--- src/rtl/sap_control_sequencer.sv ---
// rtl/sap_control_sequencer.sv - SAP-U microcoded T-state sequencer with flag register
module sap_control_sequencer #(
    parameter int LAST_STEP = 4
) (
    input  logic       clk,
    input  logic       clr,
    input  logic [3:0] opcode,
    input  logic       carry_in,
    input  logic       zero_in,
    output logic [2:0] step,
    output logic       pc_oe_n,
    output logic       ram_oe_n,
    output logic       ir_oe_n,
    output logic       a_oe_n,
    output logic       alu_oe_n,
    output logic       mar_ld_n,
    output logic       ir_ld_n,
    output logic       a_ld_n,
    output logic       b_ld_n,
    output logic       out_ld_n,
    output logic       ram_we,
    output logic       pc_inc,
    output logic       pc_ld,
    output logic       alu_sub,
    output logic       flag_c,
    output logic       flag_z,
    output logic       halted
);

    localparam logic [3:0] OP_LDA = 4'h1;
    localparam logic [3:0] OP_ADD = 4'h2;
    localparam logic [3:0] OP_SUB = 4'h3;
    localparam logic [3:0] OP_STA = 4'h4;
    localparam logic [3:0] OP_LDI = 4'h5;
    localparam logic [3:0] OP_JMP = 4'h6;
    localparam logic [3:0] OP_JC  = 4'h7;
    localparam logic [3:0] OP_JZ  = 4'h8;
    localparam logic [3:0] OP_OUT = 4'hE;
    localparam logic [3:0] OP_HLT = 4'hF;
    localparam logic [2:0] LAST   = 3'(LAST_STEP);

    logic [2:0] r_step;
    logic       r_flag_c;
    logic       r_flag_z;
    logic       r_halted;

    logic w_pc_oe, w_ram_oe, w_ir_oe, w_a_oe, w_alu_oe;
    logic w_mar_ld, w_ir_ld, w_a_ld, w_b_ld, w_out_ld;
    logic w_ram_we, w_pc_inc, w_pc_ld, w_alu_sub;
    logic w_end, w_hlt, w_flag_ld;

    // Each step drives at most one *_oe by construction; clr low or halt masks everything.
    always_comb begin
        w_pc_oe   = 1'b0;
        w_ram_oe  = 1'b0;
        w_ir_oe   = 1'b0;
        w_a_oe    = 1'b0;
        w_alu_oe  = 1'b0;
        w_mar_ld  = 1'b0;
        w_ir_ld   = 1'b0;
        w_a_ld    = 1'b0;
        w_b_ld    = 1'b0;
        w_out_ld  = 1'b0;
        w_ram_we  = 1'b0;
        w_pc_inc  = 1'b0;
        w_pc_ld   = 1'b0;
        w_alu_sub = 1'b0;
        w_end     = 1'b1;
        w_hlt     = 1'b0;
        w_flag_ld = 1'b0;
        if (clr && !r_halted) begin
            case (r_step)
                3'd0: begin
                    w_pc_oe  = 1'b1;
                    w_mar_ld = 1'b1;
                    w_end    = 1'b0;
                end
                3'd1: begin
                    w_ram_oe = 1'b1;
                    w_ir_ld  = 1'b1;
                    w_pc_inc = 1'b1;
                    w_end    = 1'b0;
                end
                3'd2: begin
                    case (opcode)
                        OP_LDA, OP_ADD, OP_SUB, OP_STA: begin
                            w_ir_oe  = 1'b1;
                            w_mar_ld = 1'b1;
                            w_end    = 1'b0;
                        end
                        OP_LDI: begin
                            w_ir_oe = 1'b1;
                            w_a_ld  = 1'b1;
                        end
                        OP_JMP: begin
                            w_ir_oe = 1'b1;
                            w_pc_ld = 1'b1;
                        end
                        OP_JC: begin
                            w_ir_oe = r_flag_c;
                            w_pc_ld = r_flag_c;
                        end
                        OP_JZ: begin
                            w_ir_oe = r_flag_z;
                            w_pc_ld = r_flag_z;
                        end
                        OP_OUT: begin
                            w_a_oe   = 1'b1;
                            w_out_ld = 1'b1;
                        end
                        OP_HLT:  w_hlt = 1'b1;
                        default: ;
                    endcase
                end
                3'd3: begin
                    case (opcode)
                        OP_LDA: begin
                            w_ram_oe = 1'b1;
                            w_a_ld   = 1'b1;
                        end
                        OP_ADD, OP_SUB: begin
                            w_ram_oe  = 1'b1;
                            w_b_ld    = 1'b1;
                            w_alu_sub = (opcode == OP_SUB);
                            w_end     = 1'b0;
                        end
                        OP_STA: begin
                            w_a_oe   = 1'b1;
                            w_ram_we = 1'b1;
                        end
                        default: ;
                    endcase
                end
                3'd4: begin
                    if (opcode == OP_ADD || opcode == OP_SUB) begin
                        w_alu_oe  = 1'b1;
                        w_a_ld    = 1'b1;
                        w_alu_sub = (opcode == OP_SUB);
                        w_flag_ld = 1'b1;
                    end
                end
                default: ;
            endcase
            if (r_step >= LAST) begin
                w_end = 1'b1;
            end
        end
    end

    always_ff @(posedge clk or negedge clr) begin
        if (!clr) begin
            r_step   <= 3'd0;
            r_flag_c <= 1'b0;
            r_flag_z <= 1'b0;
            r_halted <= 1'b0;
        end else if (r_halted) begin
            r_step <= 3'd0;
        end else begin
            r_step <= w_end ? 3'd0 : r_step + 3'd1;
            if (w_flag_ld) begin
                r_flag_c <= carry_in;
                r_flag_z <= zero_in;
            end
            if (w_hlt) begin
                r_halted <= 1'b1;
            end
        end
    end

    assign step     = r_step;
    assign flag_c   = r_flag_c;
    assign flag_z   = r_flag_z;
    assign halted   = r_halted;
    assign pc_oe_n  = ~w_pc_oe;
    assign ram_oe_n = ~w_ram_oe;
    assign ir_oe_n  = ~w_ir_oe;
    assign a_oe_n   = ~w_a_oe;
    assign alu_oe_n = ~w_alu_oe;
    assign mar_ld_n = ~w_mar_ld;
    assign ir_ld_n  = ~w_ir_ld;
    assign a_ld_n   = ~w_a_ld;
    assign b_ld_n   = ~w_b_ld;
    assign out_ld_n = ~w_out_ld;
    assign ram_we   = w_ram_we;
    assign pc_inc   = w_pc_inc;
    assign pc_ld    = w_pc_ld;
    assign alu_sub  = w_alu_sub;

endmodule
--- config.mk ---
export PLATFORM = sky130hd
export DESIGN_NAME = sap_control_sequencer
export DESIGN_NICKNAME = d
export VERILOG_FILES = /design/src/rtl/sap_control_sequencer.sv
export SDC_FILE = /design/constraint.sdc
export NUM_CORES = 1
export LEC_CHECK = 0
export BUFFER_PORTS_ARGS = -buffer_cell sky130_fd_sc_hd__buf_2
export CELL_PAD_IN_SITES_DETAIL_PLACEMENT = 0
export CELL_PAD_IN_SITES_GLOBAL_PLACEMENT = 2
export CORE_MARGIN = 2
export CORE_UTILIZATION = 25
export DETAILED_ROUTE_END_ITERATION = 10
export PLACE_DENSITY = 0.8
export SKIP_CTS_REPAIR_TIMING = 1
export SLEW_MARGIN = 10
export SYNTH_ARGS = -nofsm -noshare
export SYNTH_HDL_FRONTEND = slang
export SYNTH_SLANG_ARGS = --single-unit
--- constraint.sdc ---
create_clock -name clk -period 3.1 [get_ports clk]
set_input_delay 0.155 -clock clk [delete_from_list [all_inputs] [get_ports clk]]
set_output_delay 0.155 -clock clk [all_outputs]
set_load 0.02 [all_outputs]
==> results of run 1 <==
-- stage by stage --
stage	total power [mW]	worst slack (ns)	cells	instance area, µm²
3_3_place_gp	0.410	1.30	120	732
4_1_cts	0.480	1.08	123	754
5_1_grt	0.512	0.908	124	764
3_5_place_dp	0.405	1.27	120	732
2_1_floorplan	0.323	1.18	66	567
6_report	0.474	1.06	124	764
-- layout by cell type (no fill, tap or decap), types with 3 or more instances in the layout --
cell                       count
sky130_fd_sc_hd__dfrtp_1       6
sky130_fd_sc_hd__ha_1          5
sky130_fd_sc_hd__nand2_1       6
sky130_fd_sc_hd__nor3_1        4
sky130_fd_sc_hd__clkbuf_4      3
sky130_fd_sc_hd__buf_2        27
sky130_fd_sc_hd__inv_1         5
sky130_fd_sc_hd__nor2_1        5
-- routing by layer --
layer,vias to the layer above,share of wire
li1,305,-
met1,252,0.47
met2,25,0.44
met3,4,0.064
met4,0,0.027
met5,-,0
-- final cells by class --
type / instances / share of cell area
clock buffer: 3 / 0.0295
timing repair buffer: 28 / 0.190
tap: 28 / 0.0458
sequential: 6 / 0.196
inverter: 5 / 0.0245
multi-input combinational: 54 / 0.514
-- power breakdown --
part           total, mW  leakage, nW  internal, mW  switching [mW]
combinational      0.277        0.273         0.105           0.171
clock             0.0719       0.0138        0.0438          0.0281
sequential         0.125       0.0814         0.101          0.0243
-- cells by family (layout without fill, tap and decap cells) --
kind of cell,count (synthesis),after routing,share of synthesized area
compound gates,13,13,0.177
fa+ha+maj,5,5,0.110
buf+inv,6,36,0.0419
flops,6,6,0.265
mux,2,2,0.0397
simple gates,34,34,0.366
-- registers in the layout, indices dropped and copies added, names as in the netlist --
name / cells
step: 3
flag_c: 1
flag_z: 1
halted: 1
-- Yosys cell counts, drive strengths merged, types with 2 or more instances --
cell	n
a21oi	2
nand2b	2
nor3	4
nor4b	2
nand2	6
o211ai	2
mux2	2
dfrtp	6
nor3b	2
nor2	5
and3	2
o21ai	2
inv	5
ha	5
and2	2
-- worst paths after layout --
| path | cells after the start | to | slack, ns | start |
|---|---|---|---|---|
| min in group asynchronous | 2 | halted | 0.28 | clr |
| max | 6 | ir_oe_n | 1.06 | clr |
| min | 2 | flag_c | 0.14 | carry_in |
| max in group asynchronous | 2 | flag_z | 2.66 | clr |
| min reg2reg | 1 | halted | 0.51 | halted |
| max reg2reg | 5 | flag_z | 1.29 | step[0] |
==> results, run 1 <==
- The global-route track usage on met3 is 0.0144.
- The net count of the finished layout is 111.
- The floorplan step defined a die boundary enclosing 0.00266 mm².
- Once detail routing completed, the nets flagged for antenna violations numbered 0.
- The critical setup path kind is in -> out.
- By area the synthesized netlist is led by sky130_fd_sc_hd__dfrtp_1, sky130_fd_sc_hd__ha_1, sky130_fd_sc_hd__mux2_2.
- Summing all multi-input logic gate instances after layout gives 393 µm².
- The count of warnings emitted by yosys is 0.
- For this run, the share of the core covered by cells in the final layout is 0.352.
- The synthesized netlist cell count is 66.
- The number of hold violations in the final report is 0.
- The via count of the first global-routing pass is 547.
- The fraction of registers with async set/reset is 1.00.
- Summing all flip-flop and latch instances after layout gives 150 µm².
- Setup violations remaining at the end of the flow were counted as 0.
- For this run the aggregate overflow at the end of global routing stands at 0.
- Across the VDD grid, the largest voltage drop is 279 µV.
- The final route contains 586 vias.
- In this run, synthesis produced a sequential element count of 6.
- The kind of end point of the critical path is a primary output.
- The shortest clock period the worst path allows after layout is 2.04 ns.
- The buffer cell driving the clock tree root is sky130_fd_sc_hd__clkbuf_4.
- At the pin with the least slew margin, the transition time is 0.497 ns.
- Setup repair after global routing left no endpoint under its margin.
- Dividing the detail-routed via count by the number of cells gives 4.73.
- The synthesized design contains 0 enable-type register cells.
- Clock tree synthesis inserted a total of 3 buffers.
- Relative to the synthesized area, the layout overhead comes to 34.9%.
- The endpoint arrival time on the critical path is 1.89 ns.
- The number of clock sinks seen by CTS is 6.
- TritonCTS built the clock tree.
- The routed length per placed instance is 12.3 µm.
- The worst-path maximum fanout is 8.
- The synthesized netlist contains 33 unique library cells.
- For the worst setup path, the data required time is 2.94 ns.
- The maximum number of pins on one net before global-route repair is 11.
- The floorplan step set the die width to 51.6 µm.
- The clock latency on the worst-skew pair is 0.24 ns.
- Across the routed clock network, the largest skew measured is 0.000161 ns.
- Hold is met by 0.145 ns.
- The headroom to the max-slew limit is 0.666.
- The max capacitance violation total is 0.
- Row generation in the floorplan step produced 17 rows.
- The longest clock path from root to sink contains 2 buffers.
- The number of buffer cells added on primary ports is 27.
- The largest single stage delay on the critical path is 0.52 ns.
- The mean post-synth cell area is 8.59 µm².
- The proportion of netlist area held by the largest area contributor is 0.265.
- In this run the vertical extent of the chip is 51.6 µm.
- The number of antenna violations at the first check in global routing is 0.
- The iteration-0 DRC count of the detailed router is 10.
- The met1 layer usage reported by global route is 0.168.
- The upper clock frequency limit is 0.489 GHz.
- The number of optimization iterations in the first detailed-route pass is 4.
- The most repeated library cell on the critical path is sky130_fd_sc_hd__buf_2.
- The library cell with the largest summed area after synthesis is sky130_fd_sc_hd__dfrtp_1.
- The max-slew violation total from the final report is 0.
- In the final layout, the share of cells above drive strength 1 is 0.375.
- The initial core utilization is 0.261.
- The worst setup path is launched from an input port.
- In this run the static leakage power is 0.368 nW.
- The power density relative to cell area is 620 mW/mm².
- For this run, the total global-route usage over all layers was measured as 0.124.
- In this run the count of I/O pins placed on the die edge is 28.
- The routing usage on met2 is 0.182.
- The region available for standard cell placement spans 0.00217 mm².
- The flow ran to the end, and the final reports show no timing, DRC or antenna violations.
- The worst hold path belongs to the class in -> reg.
- The global-route wire length before repair is 2460 µm.
- In the synthesized netlist the dominant register cell turns out to be sky130_fd_sc_hd__dfrtp_1.
- Once detailed placement completed, the half-perimeter wirelength came to 1220 µm.
- In the routed design, unresolved DRC markers number 0.
- Fill cells in the final layout number 254.
- The family of cells with the greatest summed delay on the critical path is buffers and inverters.
- Routability-driven placement finished with a final weighted congestion of 0.811.
- The final wirelength is 1520 µm.
- The setup TNS after final layout is 0 ns.
- The layer with the highest usage after global routing is met2.
- Traced cell by cell, the critical path runs through dlygate4sd3_1, buf_2, nand2b_1, nor2_1, o311ai_0, buf_2.
- When the netlist entered floorplanning its net count stood at 79.
- The count of H-tree levels built during CTS is 1.
- The worst path buffer plus inverter count is 3.
- The clock transition at the register clock pins on the worst setup and hold paths after CTS is 0.04 ns.
- The fraction of the cycle the final worst path needs is 0.659.
- The area of the mapped netlist is 567 µm².
- For this run, the register share of the synthesized area comes to 0.265.
- The count of inserted antenna diode cells is 0.
- The slowest stage of the critical path belongs to the cell sky130_fd_sc_hd__dlygate4sd3_1.
No activity file was read; power rests on OpenSTA's default activity.
==> run 2: changes to the inputs <==
ABC_AREA = 1   (was not set)
CORE_UTILIZATION = 21   (was 25)
PLACE_DENSITY = 0.73   (was 0.8)
clock period = 1.7 ns   (was 3.1 ns; I/O delays follow)
==> run 2 against run 1 <==
  * Sequential power is 14% higher
  * Setup slack worse by 0.94 ns
  * Via count is 19% higher
  * Total power is 34% lower
  * Hold slack worse by 0.063 ns
  * Critical path type is now reg -> out
  * Wire length is 10% higher
  * First-iteration DRC count is 20% lower
  * Core utilization is 5.4 points lower
  * Combinational power is 84% lower
  * Largest power group is now registers
  * Sequential share of layout area is 2.5 points lower
==> results, run 2 <==
- The type of element launching the critical path is a flop (was input port).
- The most frequent cell after synthesis is sky130_fd_sc_hd__nand2_1.
- The area taken by flip-flops and latches came to 153 µm² (was 150 µm²).
- The vias after detailed routing is 695 (was 586).
- The mux share of post-synthesis cell area is 0 (was 0.0397).
- The die span in y is 59.1 µm (was 51.6 µm).
- The total of flip-flops plus latches after synthesis is 6 (unchanged).
- The synthesized netlist cell count is 93 (was 66).
- The count of warnings emitted by yosys is 0 (unchanged).
- The post-DP HPWL is 1440 µm (was 1220 µm).
- The share of final-layout standard cells stronger than drive strength 1 was 0.468 (was 0.375).
- The switching power summed over all nets came to 76.5 µW (was 224 µW).
- The worst slack at placement came to 0.126 ns (was 1.27 ns).
- The critical setup path kind is reg -> out (was in -> out).
- Synth top area cells: sky130_fd_sc_hd__dfrtp_1, sky130_fd_sc_hd__nand2_1, sky130_fd_sc_hd__ha_1 (was sky130_fd_sc_hd__dfrtp_1, sky130_fd_sc_hd__ha_1, sky130_fd_sc_hd__mux2_2).
- The number of placed I/O pins is 28 (unchanged).
- The power density relative to cell area is 354 mW/mm² (was 620 mW/mm²).
- The most repeated library cell on the critical path is sky130_fd_sc_hd__nand2_1 (was sky130_fd_sc_hd__buf_2).
- The final-layout fill cell count came to 343 (was 254).
- The slowest cell on the critical path is sky130_fd_sc_hd__dfrtp_2 (was sky130_fd_sc_hd__dlygate4sd3_1).
- The stage delay of the slowest cell on the critical path is 0.43 ns (was 0.52 ns).
- The shortest clock period the worst path allows after layout is 1.58 ns.
- The switching part of the total came to 0.243 (was 0.472).
- The multi-input combinational cell area is 438 µm² (was 393 µm²).
- The data required time at the worst endpoint was 1.62 ns (was 2.94 ns).
- The number of nets at the end of the flow is 141 (was 111).
- The area of the mapped netlist is 638 µm² (was 567 µm²).
- The pin slew with the least headroom to its limit was 0.289 ns (was 0.497 ns).
- The endpoint arrival time on the critical path is 1.50 ns (was 1.89 ns).
- The iteration-0 DRC count of the detailed router is 8 (was 10).
- The number of vias per cell was 4.37 (was 4.73).
- The maximum number of buffers from clock root to sink is 2 (unchanged).
- The initial core utilization came to 0.214 (was 0.261).
- The flip-flop count of the largest register, all copies and words added came to 3 (unchanged).
- The compound-gate portion of the synthesized area is 0.0824 (was 0.177).
- The post-synthesis net count was 106 (was 79).
- The proportion of netlist area held by the largest area contributor came to 0.235 (was 0.265).
- The static leakage power is 0.411 nW (was 0.368 nW).
- The fraction of the cycle the final worst path needs is 0.931.
- The number of clock sinks seen by CTS came to 6 (unchanged).
- Cells along the critical path: inv_2, ha_1, inv_1, nor2_4, nand2_1, nand3_1, nand2_1, buf_2 (was dlygate4sd3_1, buf_2, nand2b_1, nor2_1, o311ai_0, buf_2).
- The count of H-tree levels built during CTS was 1 (unchanged).
- The via count of the first global-routing pass is 622 (was 547).
- The count of endpoints failing setup in the final report is 0 (unchanged).
- The core footprint is 0.00298 mm² (was 0.00217 mm²).
- The maximum number of pins on one net before global-route repair came to 10 (was 11).
- The relative contribution of sequential cells to total power was 0.456 (was 0.264).
- The kind of end point of the critical path is a primary output (unchanged).
- The layout overhead on the synthesized area is 39.2% (was 34.9%).
- The max capacitance violation total is 0 (unchanged).
- The design internal power is 238 µW (was 250 µW).
- The number of remaining DRC errors is 0 (unchanged).
- The number of hold violations in the final report is 0 (unchanged).
- The number of optimization iterations in the first detailed-route pass is 4 (unchanged).
- The max-slew violation total from the final report is 0 (unchanged).
- The number of antenna violations at the first check in global routing was 0 (unchanged).
- The setup TNS after final layout is 0 ns (unchanged).
- The total grt overflow came to 0 (unchanged).
- The fraction of registers with async set/reset is 1.00 (unchanged).
- The library cell with the largest summed area after synthesis is sky130_fd_sc_hd__dfrtp_1 (unchanged).
- The number of distinct library cell variants in the gate-level netlist after synthesis came to 22 (was 33).
- The slack of the critical path was 0.117 ns (was 1.06 ns).
- The relative contribution of the clock network to total power was 0.402 (was 0.152).
- The TritonCTS buffer count is 3 (unchanged).
- The worst-path maximum fanout is 5 (was 8).
- Top cell types by occurrence after synthesis: sky130_fd_sc_hd__nand2_1, sky130_fd_sc_hd__inv_1, sky130_fd_sc_hd__nor2_1 (was sky130_fd_sc_hd__dfrtp_1, sky130_fd_sc_hd__nand2_1, sky130_fd_sc_hd__ha_1, sky130_fd_sc_hd__inv_1, sky130_fd_sc_hd__nor2_1).
- The share of the synthesized netlist area taken by xor and xnor gates is 0 (unchanged).
- The share of power burned in combinational logic is 0.142 (was 0.584).
- The largest family of logic cells by synthesized area is simple AND/OR/NAND/NOR gates (unchanged).
- Commonest cells after routing, fill and taps aside: sky130_fd_sc_hd__buf_2, sky130_fd_sc_hd__nand2_1, sky130_fd_sc_hd__inv_1, sky130_fd_sc_hd__nor2_1, sky130_fd_sc_hd__nand3_1 (was sky130_fd_sc_hd__buf_2, sky130_fd_sc_hd__nand2_1, sky130_fd_sc_hd__dfrtp_1).
- The area enclosed by the die boundary is 0.00350 mm² (was 0.00266 mm²).
- The post-placement cell area was 803 µm² (was 732 µm²).
- The worst hold-check slack is 0.0820 ns (was 0.145 ns).
- The mean post-synth cell area was 6.86 µm² (was 8.59 µm²).
- The leading cell type in the layout, fill and taps excluded is sky130_fd_sc_hd__buf_2 (unchanged).
- The combined global-route utilization of all metal layers is 0.101 (was 0.124).
- The upper clock frequency limit is 0.632 GHz.
- The clock transition at the register clock pins on the worst setup and hold paths after CTS is 0.04 ns (about the same).
- The worst path buffer plus inverter count is 3 (unchanged).
- The global-route wire length before repair is 2650 µm (was 2460 µm).
- The worst ir drop on vdd is 235 µV (was 279 µV).
- The headroom to the max-slew limit is 0.807 (was 0.666).
- The count of inserted antenna diode cells is 0 (unchanged).
- The family of cells with the greatest summed delay on the critical path is flip-flops (was buffers and inverters).
- The total non-filler cell area in the finished layout was 888 µm² (was 764 µm²).
- The final weighted congestion in routability-driven placement was 0.765 (was 0.811).
- The buffer cell driving the clock tree root is sky130_fd_sc_hd__clkbuf_4 (unchanged).
- The number of rows in the core area is 20 (was 17).
- The most used flip-flop cell after synthesis is sky130_fd_sc_hd__dfrtp_1 (unchanged).
- The clock latency on the worst-skew pair is 0.24 ns (about the same).
- The die outline width is 59.1 µm (was 51.6 µm).
- Result of the run: finished, final reports clean (unchanged).
- The CTS tree is done (unchanged).
- The count of flip-flops with a built-in enable after synthesis is 0 (unchanged).
- The post-route clock skew is 0.00252 ns (was 0.000161 ns).
- The share of the yosys chip area belonging to registers came to 0.235 (was 0.265).
- The post-synthesis simple-gate area fraction was 0.467 (was 0.366).
- The synthesized-area fraction occupied by adder cells is 0.0980 (was 0.110).
- The number of nets with antenna violations after routing is 0 (unchanged).
- The final wirelength was 1680 µm (was 1520 µm).
- The routed length per placed instance is 10.6 µm (was 12.3 µm).
- The number of buffer cells added on primary ports is 27 (unchanged).
- The classification of the worst-slack hold path is in -> reg (unchanged).
==> run 2: changes by cell type after synthesis, moves of 3 or more <==
cell,change
sky130_fd_sc_hd__nand3_1,+9
sky130_fd_sc_hd__nor2_1,+7
sky130_fd_sc_hd__nand3_2,+3
sky130_fd_sc_hd__nand2_2,+3
sky130_fd_sc_hd__inv_2,+3
sky130_fd_sc_hd__nor2_4,+3
sky130_fd_sc_hd__nand2_1,+14
sky130_fd_sc_hd__nor3_1,-3
sky130_fd_sc_hd__inv_1,+9
==> run 2: kinds of logic after synthesis <==
family,count (synthesis)
buf+inv,18
simple gates,57
compound gates,7
flops,6
fa+ha+maj,5
==> run 2: path summary, 6_finish.rpt <==
path / start / end / slack (ns) / depth (start not counted)
min in group asynchronous: clr / step[1] / 0.34 / 2
max in group asynchronous: clr / step[0] / 1.12 / 2
max: step[0] / a_ld_n / 0.12 / 8
max reg2reg: step[0] / step[0] / 0.33 / 8
min: carry_in / flag_c / 0.08 / 3
min reg2reg: step[0] / step[0] / 0.49 / 1
==> run 2: cell type report <==
cell class,count,area share
multi-input combinational,69,0.493
timing repair buffer,31,0.192
inverter,17,0.0718
sequential,6,0.172
tap,33,0.0465
clock buffer,3,0.0254
==> run 2: tightest hold or removal path, delay by kind of cell <==
| kind | cells | cell delay [ns] |
|---|---|---|
| simple gates | 2 | 0.12 |
| buf+inv | 1 | 0.08 |
==> run 2: power groups by stage <==
stage | sequential (mW) | clock [mW] | combinational [mW]
2_1_floorplan | 0.145 | 0 | 0.0255
3_3_place_gp | 0.145 | 0 | 0.0438
3_5_place_dp | 0.145 | 0 | 0.0428
4_1_cts | 0.143 | 0.136 | 0.0430
5_1_grt | 0.143 | 0.141 | 0.0508
6_report | 0.143 | 0.126 | 0.0448
==> run 2: layer usage <==
metal / part of all wire / track usage / up-vias
li1: - / - / 362
met1: 0.43 / 0.121 / 313
met2: 0.52 / 0.168 / 18
met3: 0.042 / 0.0197 / 2
met4: 0.0065 / 0.0584 / 0
met5: 0 / 0 / -
==> run 2: metrics by stage <==
step	util	total power [mW]	std cells
6_report	0.298	0.315	159
5_1_grt	0.298	0.335	159
2_1_floorplan	-	0.171	93
4_1_cts	0.277	0.323	155
3_5_place_dp	0.270	0.188	152
3_3_place_gp	0.270	0.189	152
